===== src/rtl/light_transition_guard_pkg.sv =====
// Shared light codes, guard state encoding and code sanitising helpers
// for the light transition guard.
package light_transition_guard_pkg;

  localparam logic [2:0] LC_STOP  = 3'b000;
  localparam logic [2:0] LC_FWD   = 3'b001;
  localparam logic [2:0] LC_LEFT  = 3'b010;
  localparam logic [2:0] LC_RIGHT = 3'b011;
  localparam logic [2:0] LC_GO    = 3'b100;

  localparam int N_DIR = 4;

  typedef enum logic {
    ST_CLEAR = 1'b0,
    ST_SHOW  = 1'b1
  } guard_state_t;

  function automatic logic is_illegal(input logic [2:0] code);
    return code > LC_GO;
  endfunction

  function automatic logic [2:0] sanitise(input logic [2:0] code);
    return is_illegal(code) ? LC_STOP : code;
  endfunction

endpackage


===== src/rtl/light_transition_guard_if.sv =====
// Request/display bundle between the light-decision logic (master)
// and the transition guard (slave).
interface light_transition_guard_if;
  logic [2:0] req_N;
  logic [2:0] req_S;
  logic [2:0] req_E;
  logic [2:0] req_W;
  logic [2:0] outN;
  logic [2:0] outS;
  logic [2:0] outE;
  logic [2:0] outW;
  logic       in_clear;
  logic       bad_code;
  logic [7:0] n_commits;

  modport master (
    output req_N, req_S, req_E, req_W,
    input  outN, outS, outE, outW, in_clear, bad_code, n_commits
  );

  modport slave (
    input  req_N, req_S, req_E, req_W,
    output outN, outS, outE, outW, in_clear, bad_code, n_commits
  );
endinterface


===== src/rtl/light_transition_guard_timer.sv =====
// Saturating up-counter with load, shared by the clearance and hold timing;
// o_at_limit is high once the count has reached the current limit.
module light_transition_guard_timer #(
  parameter int CNT_W = 8
) (
  input  logic             clk,
  input  logic             rst,
  input  logic             i_load,
  input  logic [CNT_W-1:0] i_load_val,
  input  logic [CNT_W-1:0] i_limit,
  output logic             o_at_limit
);

  logic [CNT_W-1:0] r_cnt;

  always_ff @(posedge clk or negedge rst) begin
    if (!rst) begin
      r_cnt <= '0;
    end else if (i_load) begin
      r_cnt <= i_load_val;
    end else if (r_cnt < i_limit) begin
      r_cnt <= r_cnt + 1'b1;
    end
  end

  assign o_at_limit = (r_cnt >= i_limit);

endmodule


===== src/rtl/light_transition_guard.sv =====
// Safety stage after the light-decision logic: enforces a minimum display time
// and an all-Stop clearance before any movement-granting change.
module light_transition_guard
  import light_transition_guard_pkg::*;
#(
  parameter int MIN_HOLD     = 16,
  parameter int CLEAR_CYCLES = 4,
  parameter int CNT_W        = 8
) (
  input logic                   clk,
  input logic                   rst,
  light_transition_guard_if.slave bus
);

  logic [N_DIR-1:0][2:0] w_req_raw;
  logic [N_DIR-1:0][2:0] w_req_san;
  logic [N_DIR-1:0][2:0] r_req_q;
  logic [N_DIR-1:0][2:0] r_out;
  logic [N_DIR-1:0]      w_dir_bad;
  logic [N_DIR-1:0]      w_dir_diff;
  logic [N_DIR-1:0]      w_dir_grant;
  guard_state_t          r_state;
  logic                  r_in_clear;
  logic                  r_bad_code;
  logic [7:0]            r_n_commits;

  logic                  w_any_diff;
  logic                  w_reduce_only;
  logic                  w_tmr_at_limit;
  logic                  w_clear_done;
  logic                  w_show_change;
  logic                  w_tmr_load;
  logic [CNT_W-1:0]      w_tmr_val;
  logic [CNT_W-1:0]      w_tmr_limit;

  assign w_req_raw = {bus.req_W, bus.req_E, bus.req_S, bus.req_N};

  // A direction "grants" when it differs and asks for anything but Stop.
  generate
    for (genvar gi = 0; gi < N_DIR; gi++) begin : g_dir
      assign w_req_san[gi]   = sanitise(w_req_raw[gi]);
      assign w_dir_bad[gi]   = is_illegal(w_req_raw[gi]);
      assign w_dir_diff[gi]  = (r_req_q[gi] != r_out[gi]);
      assign w_dir_grant[gi] = w_dir_diff[gi] && (r_req_q[gi] != LC_STOP);
    end
  endgenerate

  assign w_any_diff    = |w_dir_diff;
  assign w_reduce_only = ~|w_dir_grant;

  assign w_clear_done  = (r_state == ST_CLEAR) && w_tmr_at_limit;
  assign w_show_change = (r_state == ST_SHOW) && w_tmr_at_limit && w_any_diff;
  assign w_tmr_load    = w_clear_done || w_show_change;
  assign w_tmr_val     = (w_clear_done || w_reduce_only) ? CNT_W'(1) : '0;
  // In CLEAR the count starts at 0, so the last clear cycle sits at CLEAR_CYCLES-1.
  assign w_tmr_limit   = (r_state == ST_CLEAR) ? CNT_W'(CLEAR_CYCLES - 1) : CNT_W'(MIN_HOLD);

  light_transition_guard_timer #(
    .CNT_W (CNT_W)
  ) u_timer (
    .clk        (clk),
    .rst        (rst),
    .i_load     (w_tmr_load),
    .i_load_val (w_tmr_val),
    .i_limit    (w_tmr_limit),
    .o_at_limit (w_tmr_at_limit)
  );

  always_ff @(posedge clk or negedge rst) begin
    if (!rst) begin
      r_req_q     <= '0;
      r_out       <= '0;
      r_state     <= ST_CLEAR;
      r_in_clear  <= 1'b1;
      r_bad_code  <= 1'b0;
      r_n_commits <= '0;
    end else begin
      r_req_q <= w_req_san;
      if (|w_dir_bad) begin
        r_bad_code <= 1'b1;
      end
      case (r_state)
        ST_CLEAR: begin
          if (w_clear_done) begin
            r_out      <= r_req_q;
            r_state    <= ST_SHOW;
            r_in_clear <= 1'b0;
            if (r_n_commits != 8'hFF) r_n_commits <= r_n_commits + 8'd1;
          end
        end
        ST_SHOW: begin
          if (w_show_change) begin
            if (w_reduce_only) begin
              r_out <= r_req_q;
              if (r_n_commits != 8'hFF) r_n_commits <= r_n_commits + 8'd1;
            end else begin
              r_out      <= '0;
              r_state    <= ST_CLEAR;
              r_in_clear <= 1'b1;
            end
          end
        end
        default: begin
          r_out      <= '0;
          r_state    <= ST_CLEAR;
          r_in_clear <= 1'b1;
        end
      endcase
    end
  end

  assign bus.outN      = r_out[0];
  assign bus.outS      = r_out[1];
  assign bus.outE      = r_out[2];
  assign bus.outW      = r_out[3];
  assign bus.in_clear  = r_in_clear;
  assign bus.bad_code  = r_bad_code;
  assign bus.n_commits = r_n_commits;

endmodule


===== src/flat_wrapper.sv =====
// flat-port wrapper written by rule: the top's interface ports become plain ports
module light_transition_guard_flat import light_transition_guard_pkg::*;
#(
  parameter int MIN_HOLD     = 16,
  parameter int CLEAR_CYCLES = 4,
  parameter int CNT_W        = 8
)
  (clk, rst, bus_req_N, bus_req_S, bus_req_E, bus_req_W, bus_outN, bus_outS, bus_outE, bus_outW, bus_in_clear, bus_bad_code, bus_n_commits);
  light_transition_guard_if bus_i ();
  input logic clk;
  input logic rst;
  input wire logic [$bits(bus_i.req_N)-1:0] bus_req_N;
  input wire logic [$bits(bus_i.req_S)-1:0] bus_req_S;
  input wire logic [$bits(bus_i.req_E)-1:0] bus_req_E;
  input wire logic [$bits(bus_i.req_W)-1:0] bus_req_W;
  output wire logic [$bits(bus_i.outN)-1:0] bus_outN;
  output wire logic [$bits(bus_i.outS)-1:0] bus_outS;
  output wire logic [$bits(bus_i.outE)-1:0] bus_outE;
  output wire logic [$bits(bus_i.outW)-1:0] bus_outW;
  output wire logic [$bits(bus_i.in_clear)-1:0] bus_in_clear;
  output wire logic [$bits(bus_i.bad_code)-1:0] bus_bad_code;
  output wire logic [$bits(bus_i.n_commits)-1:0] bus_n_commits;
  assign bus_i.req_N = bus_req_N;
  assign bus_i.req_S = bus_req_S;
  assign bus_i.req_E = bus_req_E;
  assign bus_i.req_W = bus_req_W;
  assign bus_outN = bus_i.outN;
  assign bus_outS = bus_i.outS;
  assign bus_outE = bus_i.outE;
  assign bus_outW = bus_i.outW;
  assign bus_in_clear = bus_i.in_clear;
  assign bus_bad_code = bus_i.bad_code;
  assign bus_n_commits = bus_i.n_commits;
  light_transition_guard #(.MIN_HOLD(MIN_HOLD), .CLEAR_CYCLES(CLEAR_CYCLES), .CNT_W(CNT_W)) u_core (.clk(clk), .rst(rst), .bus(bus_i));
endmodule

===== config.mk =====
export PLATFORM = sky130hd
export DESIGN_NAME = light_transition_guard_flat
export DESIGN_NICKNAME = d
export VERILOG_FILES = /design/src/rtl/light_transition_guard_pkg.sv /design/src/rtl/light_transition_guard_if.sv /design/src/rtl/light_transition_guard_timer.sv /design/src/rtl/light_transition_guard.sv /design/src/flat_wrapper.sv
export SDC_FILE = /design/constraint.sdc
export NUM_CORES = 1
export LEC_CHECK = 0
export BUFFER_PORTS_ARGS = -buffer_cell sky130_fd_sc_hd__buf_2
export CORE_MARGIN = 2
export CORE_UTILIZATION = 35
export DETAILED_ROUTE_END_ITERATION = 10
export GPL_TIMING_DRIVEN = 0
export PLACE_DENSITY_LB_ADDON = 0.25
export SETUP_SLACK_MARGIN = 0.02
export SLEW_MARGIN = 40
export SYNTH_ARGS = -nofsm -noshare
export SYNTH_HDL_FRONTEND = slang
export SYNTH_HIERARCHICAL = 1
export SYNTH_SLANG_ARGS = --single-unit
export TNS_END_PERCENT = 1

===== constraint.sdc =====
create_clock -name clk -period 3.9 [get_ports clk]
set_input_delay 0.195 -clock clk [delete_from_list [all_inputs] [get_ports clk]]
set_output_delay 0.195 -clock clk [all_outputs]
set_load 0.01 [all_outputs]

Yosys cells after proc, flatten, opt, wreduce, memory -nomap -nowiden:

Cells that the tools add are included.

* flip-flop bits (word level): 43
* input port bits: 14
* output and inout bits: 22
* logic and storage cells: 77

* add/sub/neg operators: 2
* order comparisons: 6
* equal/unequal tests: 9
* muxes and demuxes: 25
* bitwise gates (word level): 1
* reductions and logical operators: 21

Operators by type and width (number)
* 8-bit 2-to-1 mux: 6
* 12-bit 2-to-1 mux: 3
* 12-bit case mux with 2 select lines: 1
* 8-bit by 1-bit adder with 8-bit output (second input constant): 2
* 8-bit case mux with 2 select lines: 1
* 3-bit greater-than comparator (second input constant): 4
* 3-bit 2-to-1 mux: 4
* 3-bit != test: 4
* 3-bit nonzero test: 4
* 4-bit OR reduction: 3
* 8-bit >= comparator: 1
* 8-bit less-than comparator: 1
* 8-bit != test (second input constant): 1
* 1-bit logical AND: 7
* 1-bit 2-to-1 mux: 7
* 2-bit != test (second input constant): 3
* 3-bit AND reduction: 2
* 5-bit 2-to-1 mux: 1
* 1-bit case mux with 2 select lines: 2
* 1-bit logical OR: 2
* 2-bit by 1-bit != test with 1-bit output (second input constant): 1
* 2-bit AND reduction: 1
* 2-bit nonzero test: 1
* 1-bit zero test: 1
* 1-bit inverter: 1

Depth between registers and ports, before layout:

* depth after elaboration: 7
* mapped depth: 15
* depth with buffers taken out: 12

Modules after synthesis:

Netlist, hierarchy kept.

Modules (own cells, without submodules)
* light_transition_guard: instances 1, cells each 166, area each 1814.2 um2, seq. area each 877.1 um2
* light_transition_guard_timer: instances 1, cells each 84, area each 708.2 um2, seq. area each 200.2 um2

Worst setup path before layout:

OpenSTA, ideal clock, no wires.

* kind: reg2reg
* start: register u_core.r_state
* end: register u_core.u_timer.r_cnt[5]
* library setup time: 82 ps
* arrival: 2885 ps
* data required time: 3818 ps
* slack: 933 ps
* stages on the path, launching flop included: 16
* buffers on the path: 3
* clock period less this slack: 2967 ps
* cells stage by stage: dfrtp_1 -> clkbuf_1 -> inv_1 -> ha_1 -> nand2b_1 -> a21o_1 -> a21o_1 -> a21oi_1 -> o21ai_0 -> nand2_1 -> clkbuf_1 -> inv_1 -> inv_1 -> dlygate4sd1_1 -> nor2_1 -> a31oi_1

* cells in the longest elaborated chain, start to end: 6
* elaborated cells between the ends (all ways): 10
* those cells by class: 2 x order compare; 2 x mux; 1 x bitwise; 5 x reduce/logical

RTL lines
* start, declared: RTL line light_transition_guard.sv:22 `guard_state_t r_state;`
* start signal, assigned: RTL line light_transition_guard.sv:73 `r_state <= ST_CLEAR;`
* start signal, assigned: RTL line light_transition_guard.sv:86 `r_state <= ST_SHOW;`
* start signal, assigned: RTL line light_transition_guard.sv:98 `r_state <= ST_CLEAR;`
* 5-bit 2-to-1 mux *: RTL line light_transition_guard.sv:56 `assign w_tmr_limit = (r_state == ST_CLEAR) ? CNT_W'(CLEAR_CYCLES - 1) : CNT_W'(MIN_HOLD);`
* via u_core.w_tmr_limit[0]: RTL line light_transition_guard.sv:34 `logic [CNT_W-1:0] w_tmr_limit;`
* 8-bit >= comparator *: RTL line light_transition_guard_timer.sv:26 `assign o_at_limit = (r_cnt >= i_limit);`
* via u_core.w_tmr_at_limit: RTL line light_transition_guard.sv:29 `logic w_tmr_at_limit;`
* 1-bit logical AND (2 in a row): RTL line light_transition_guard.sv:52 `assign w_show_change = (r_state == ST_SHOW) && w_tmr_at_limit && w_any_diff;`
* 1-bit logical OR *: RTL line light_transition_guard.sv:53 `assign w_tmr_load = w_clear_done || w_show_change;`
* via u_core.w_tmr_load: RTL line light_transition_guard.sv:32 `logic w_tmr_load;`
* 8-bit 2-to-1 mux or 2-bit nonzero test (tied branches)
* end signal, assigned: RTL line light_transition_guard_timer.sv:20 `r_cnt <= i_load_val;`
* end signal, assigned: RTL line light_transition_guard_timer.sv:22 `r_cnt <= r_cnt + 1'b1;`
* end, declared: RTL line light_transition_guard_timer.sv:14 `logic [CNT_W-1:0] r_cnt;`

The timed path passes the listed nets; every way through them passes the cells marked *.
A chain may end at the register's enable or synchronous reset.

Worst setup path after layout:

* start: register u_core.r_state
* end: register u_core.u_timer.r_cnt[0]

The elaborated chain is that of the path after synthesis.

==> run metrics <==
Pre-antenna DRT Iters=4; # clock sinks=43; die area=slightly below 8000 um^2; Worst-Skew Late Latency=0.30 ns; Post-synth EDFFs=0; drt drc=0; sequential area share after synthesis=between 40% and 50%; startpoint types=register; Final min period=~3.2 ns; Synth area leaders=dfrtp_1 42%, xnor2_1 6.3%, ha_1 5.0%; H-Tree Level Count=2; DIE HEIGHT=just under 90 um; Synth-to-Final Area Change=17.2%; Multi-input gate area=~1400 um^2; layout cell share with drive strength beyond 1=20.4%; ant diodes=0; R2R depth=14; nets=roughly 330; Pwr per Cell Area=slightly above 700 nW/um^2; Hold WC Path Type=in2reg; WS Path Type=reg2reg; Setup Viol. Count Final=0; ys async rst share=between 90% and 100%; first-pass GRT wire length=about 9000 um; fmax=0.312 GHz; post-synth top area share=a little over two fifths; post-route setup TNS=0 ns; Routed Wire Length=around 5100 um; num ports=36; RSZ-0062 raised after global routing=false; Max Slew Vio Count=0; post-route cell area=between 2000 and 3000 um^2; Crit path required time=around 4.1 ns; crit path max fanout=13; outcome=finished clean; Placed Area=roughly 2900 um^2; synthesis-stage register bit count=between 40 and 50; vias in the first global route=1963; prevailing post-synth register cell=dfrtp_1; synthesized area per cell=10.1 um^2; number of synthesis warnings=6; antenna viol nets, final=0; GRT overflow=0; total CTS buffers=5; Worst setup EP type=register; clock root buffer=clkbuf_8; num rows=30; headroom to the max-slew limit=62.9%; synthesized cell area=approximately 2500 um^2; IO Port Bufs=35; Global Route Usage Sum=roughly 14%; Clock transition at path regs=about 0.080 ns; Hold Path Depth=2; synth cell count leaders=42 x dfrtp_1, 18 x xnor2_1, 15 x nand2_1, 15 x o21ai_0; core area=between 6000 and 7000 um^2; Clock Skew=approximately 0.0083 ns; Final Wtd Congestion=between 0.7 and 0.8; antenna violations before repair=0; Syn Inst Count=250; Final Cycle Share=~82%; synth unique cells=50; top-count cell post-synth=dfrtp_1; Hold Vio Cnt, Final=0; Arr. time, crit path=between 3 and 4 ns; cell taking the most area after synthesis=dfrtp_1; Avg WL per Cell=about 13 um; highest ir drop seen on vdd=385 uV; Lkg Pwr=approximately 1.3 nW; Worst Tran Pin Value=0.557 ns; Initial DRC Count=110; Starting Density=about 37%; largest net degree at the start of global routing=44; Max Cap Viol=0; FF+latch area=between 1000 and 1500 um^2; Vias/cell=approximately 5.1; Post-CTS Setup Bufs=0; Vias=2034; hpwl dp=roughly 3700 um; Chip Width=approximately 90 um; Fillers=between 600 and 700; clk buf depth=2; CTS tree=built
-- metrics by stage --
step | hold WS (ns) | setup WS (ns) | cells | util [%] | total power, mW
final | 0.0612 | 0.695 | 400 | 43.0 | 2.09
after global routing | 0.0594 | 0.254 | 400 | 43.0 | 2.29
after CTS | 0.0541 | 0.139 | 401 | 43.0 | 2.11
after detailed placement | 0.229 | 0.182 | 392 | 41.7 | 1.82
after global placement | 0.373 | 0.188 | 392 | 41.6 | 1.80
after floorplan | -0.101 | 0.933 | 261 | - | 1.53
-- final cells by class --
type | count | area share [%]
Clock inverter | 2 | 0.423
Sequential cell | 43 | 36.5
Timing Repair Buffer | 36 | 6.35
Clock buffer | 6 | 2.46
Multi-Input combinational cell | 198 | 46.8
Buffer | 8 | 2.03
Inverter | 11 | 1.40
Tap cell | 96 | 4.06
-- report_power, final --
| group | switching, mW | internal, mW |
|---|---|---|
| clock network | 0.154 | 0.125 |
| logic | 0.569 | 0.472 |
| registers | 0.177 | 0.588 |
-- layer usage --
metal	GRT usage, %	vias to the layer above	part of all wire (%)
met5	0	-	0
met4	4.55	0	1.4
met3	3.32	5	3.7
met2	24.0	34	48
met1	18.1	975	47
li1	-	1020	-
-- cells in the final DEF, fill, tap and decap left out, types with 3 or more instances in the layout --
| cell | instances |
|---|---|
| nor2b_1 | 9 |
| a21oi_1 | 5 |
| o211ai_2 | 3 |
| dfrtp_1 | 42 |
| nand4_1 | 12 |
| nand3_1 | 4 |
| nor3b_1 | 6 |
| buf_2 | 36 |
| a31oi_1 | 9 |
| nor3_1 | 3 |
| o21ai_0 | 14 |
| buf_6 | 3 |
| nor4_1 | 5 |
| nand2_1 | 14 |
| a22o_1 | 12 |
| nand2b_1 | 5 |
| conb_1 | 12 |
| o21ai_1 | 3 |
| xnor2_1 | 18 |
| or3_1 | 5 |
| clkbuf_8 | 5 |
| a21o_1 | 4 |
| nor2_1 | 11 |
| inv_1 | 11 |
| clkbuf_1 | 3 |
| ha_1 | 10 |
-- worst max-delay path, cell delays in order (launching register included) --
cell and delay (ns):
dfrtp_1 0.34, clkbuf_1 0.30, inv_1 0.13, ha_1 0.30, nand2b_1 0.14, a21o_1 0.18
a21o_1 0.17, a21oi_1 0.15, o21ai_1 0.18, nand2_2 0.30, inv_1 0.15, inv_1 0.13
dlygate4sd1_1 0.42, nor2_1 0.09, a31oi_1 0.15
-- registers in the layout, indices dropped and copies added (netlist names) --
name                  count
u_core/bus.n_commits      8
u_core/bus.outE           3
u_core/bus.outW           3
u_core/r_req_q           12
u_core/bus.in_clear       1
u_core/u_timer/r_cnt      8
u_core/bus.outN           3
u_core/bus.outS           3
u_core/bus.bad_code       1
u_core/r_state            1
-- cell families after synthesis --
| kind of cell | after synthesis | synth area share, % |
|---|---|---|
| other cells | 1 | 0.149 |
| mux | 1 | 0.446 |
| simple gates | 90 | 21.4 |
| xor+xnor | 19 | 6.60 |
| fa+ha+maj | 10 | 4.96 |
| compound gates | 66 | 19.6 |
| flops | 43 | 42.7 |
| buf+inv | 20 | 4.17 |
-- worst paths after layout --
| check | start | slack, ns | to |
|---|---|---|---|
| max | u_core/r_state | 0.69 | u_core/u_timer/r_cnt[0] |
| min | bus_req_W[0] | 0.06 | u_core/r_req_q[11] |
| max reg2reg | u_core/r_state | 0.69 | u_core/u_timer/r_cnt[0] |
| min reg2reg | u_core/bus.bad_code | 0.46 | u_core/bus.bad_code |
| max in group asynchronous | rst | 3.09 | u_core/bus.in_clear |
| min in group asynchronous | rst | 0.42 | u_core/bus.bad_code |
-- what timing repair did --
action / in CTS / in global routing
setup endpoints to repair: 0 / 7
hold buffers: 1 / 0
endpoints found under the hold margin: 42 / 0
gates resized for setup: 0 / 2
(Power assumes the default switching activity.)
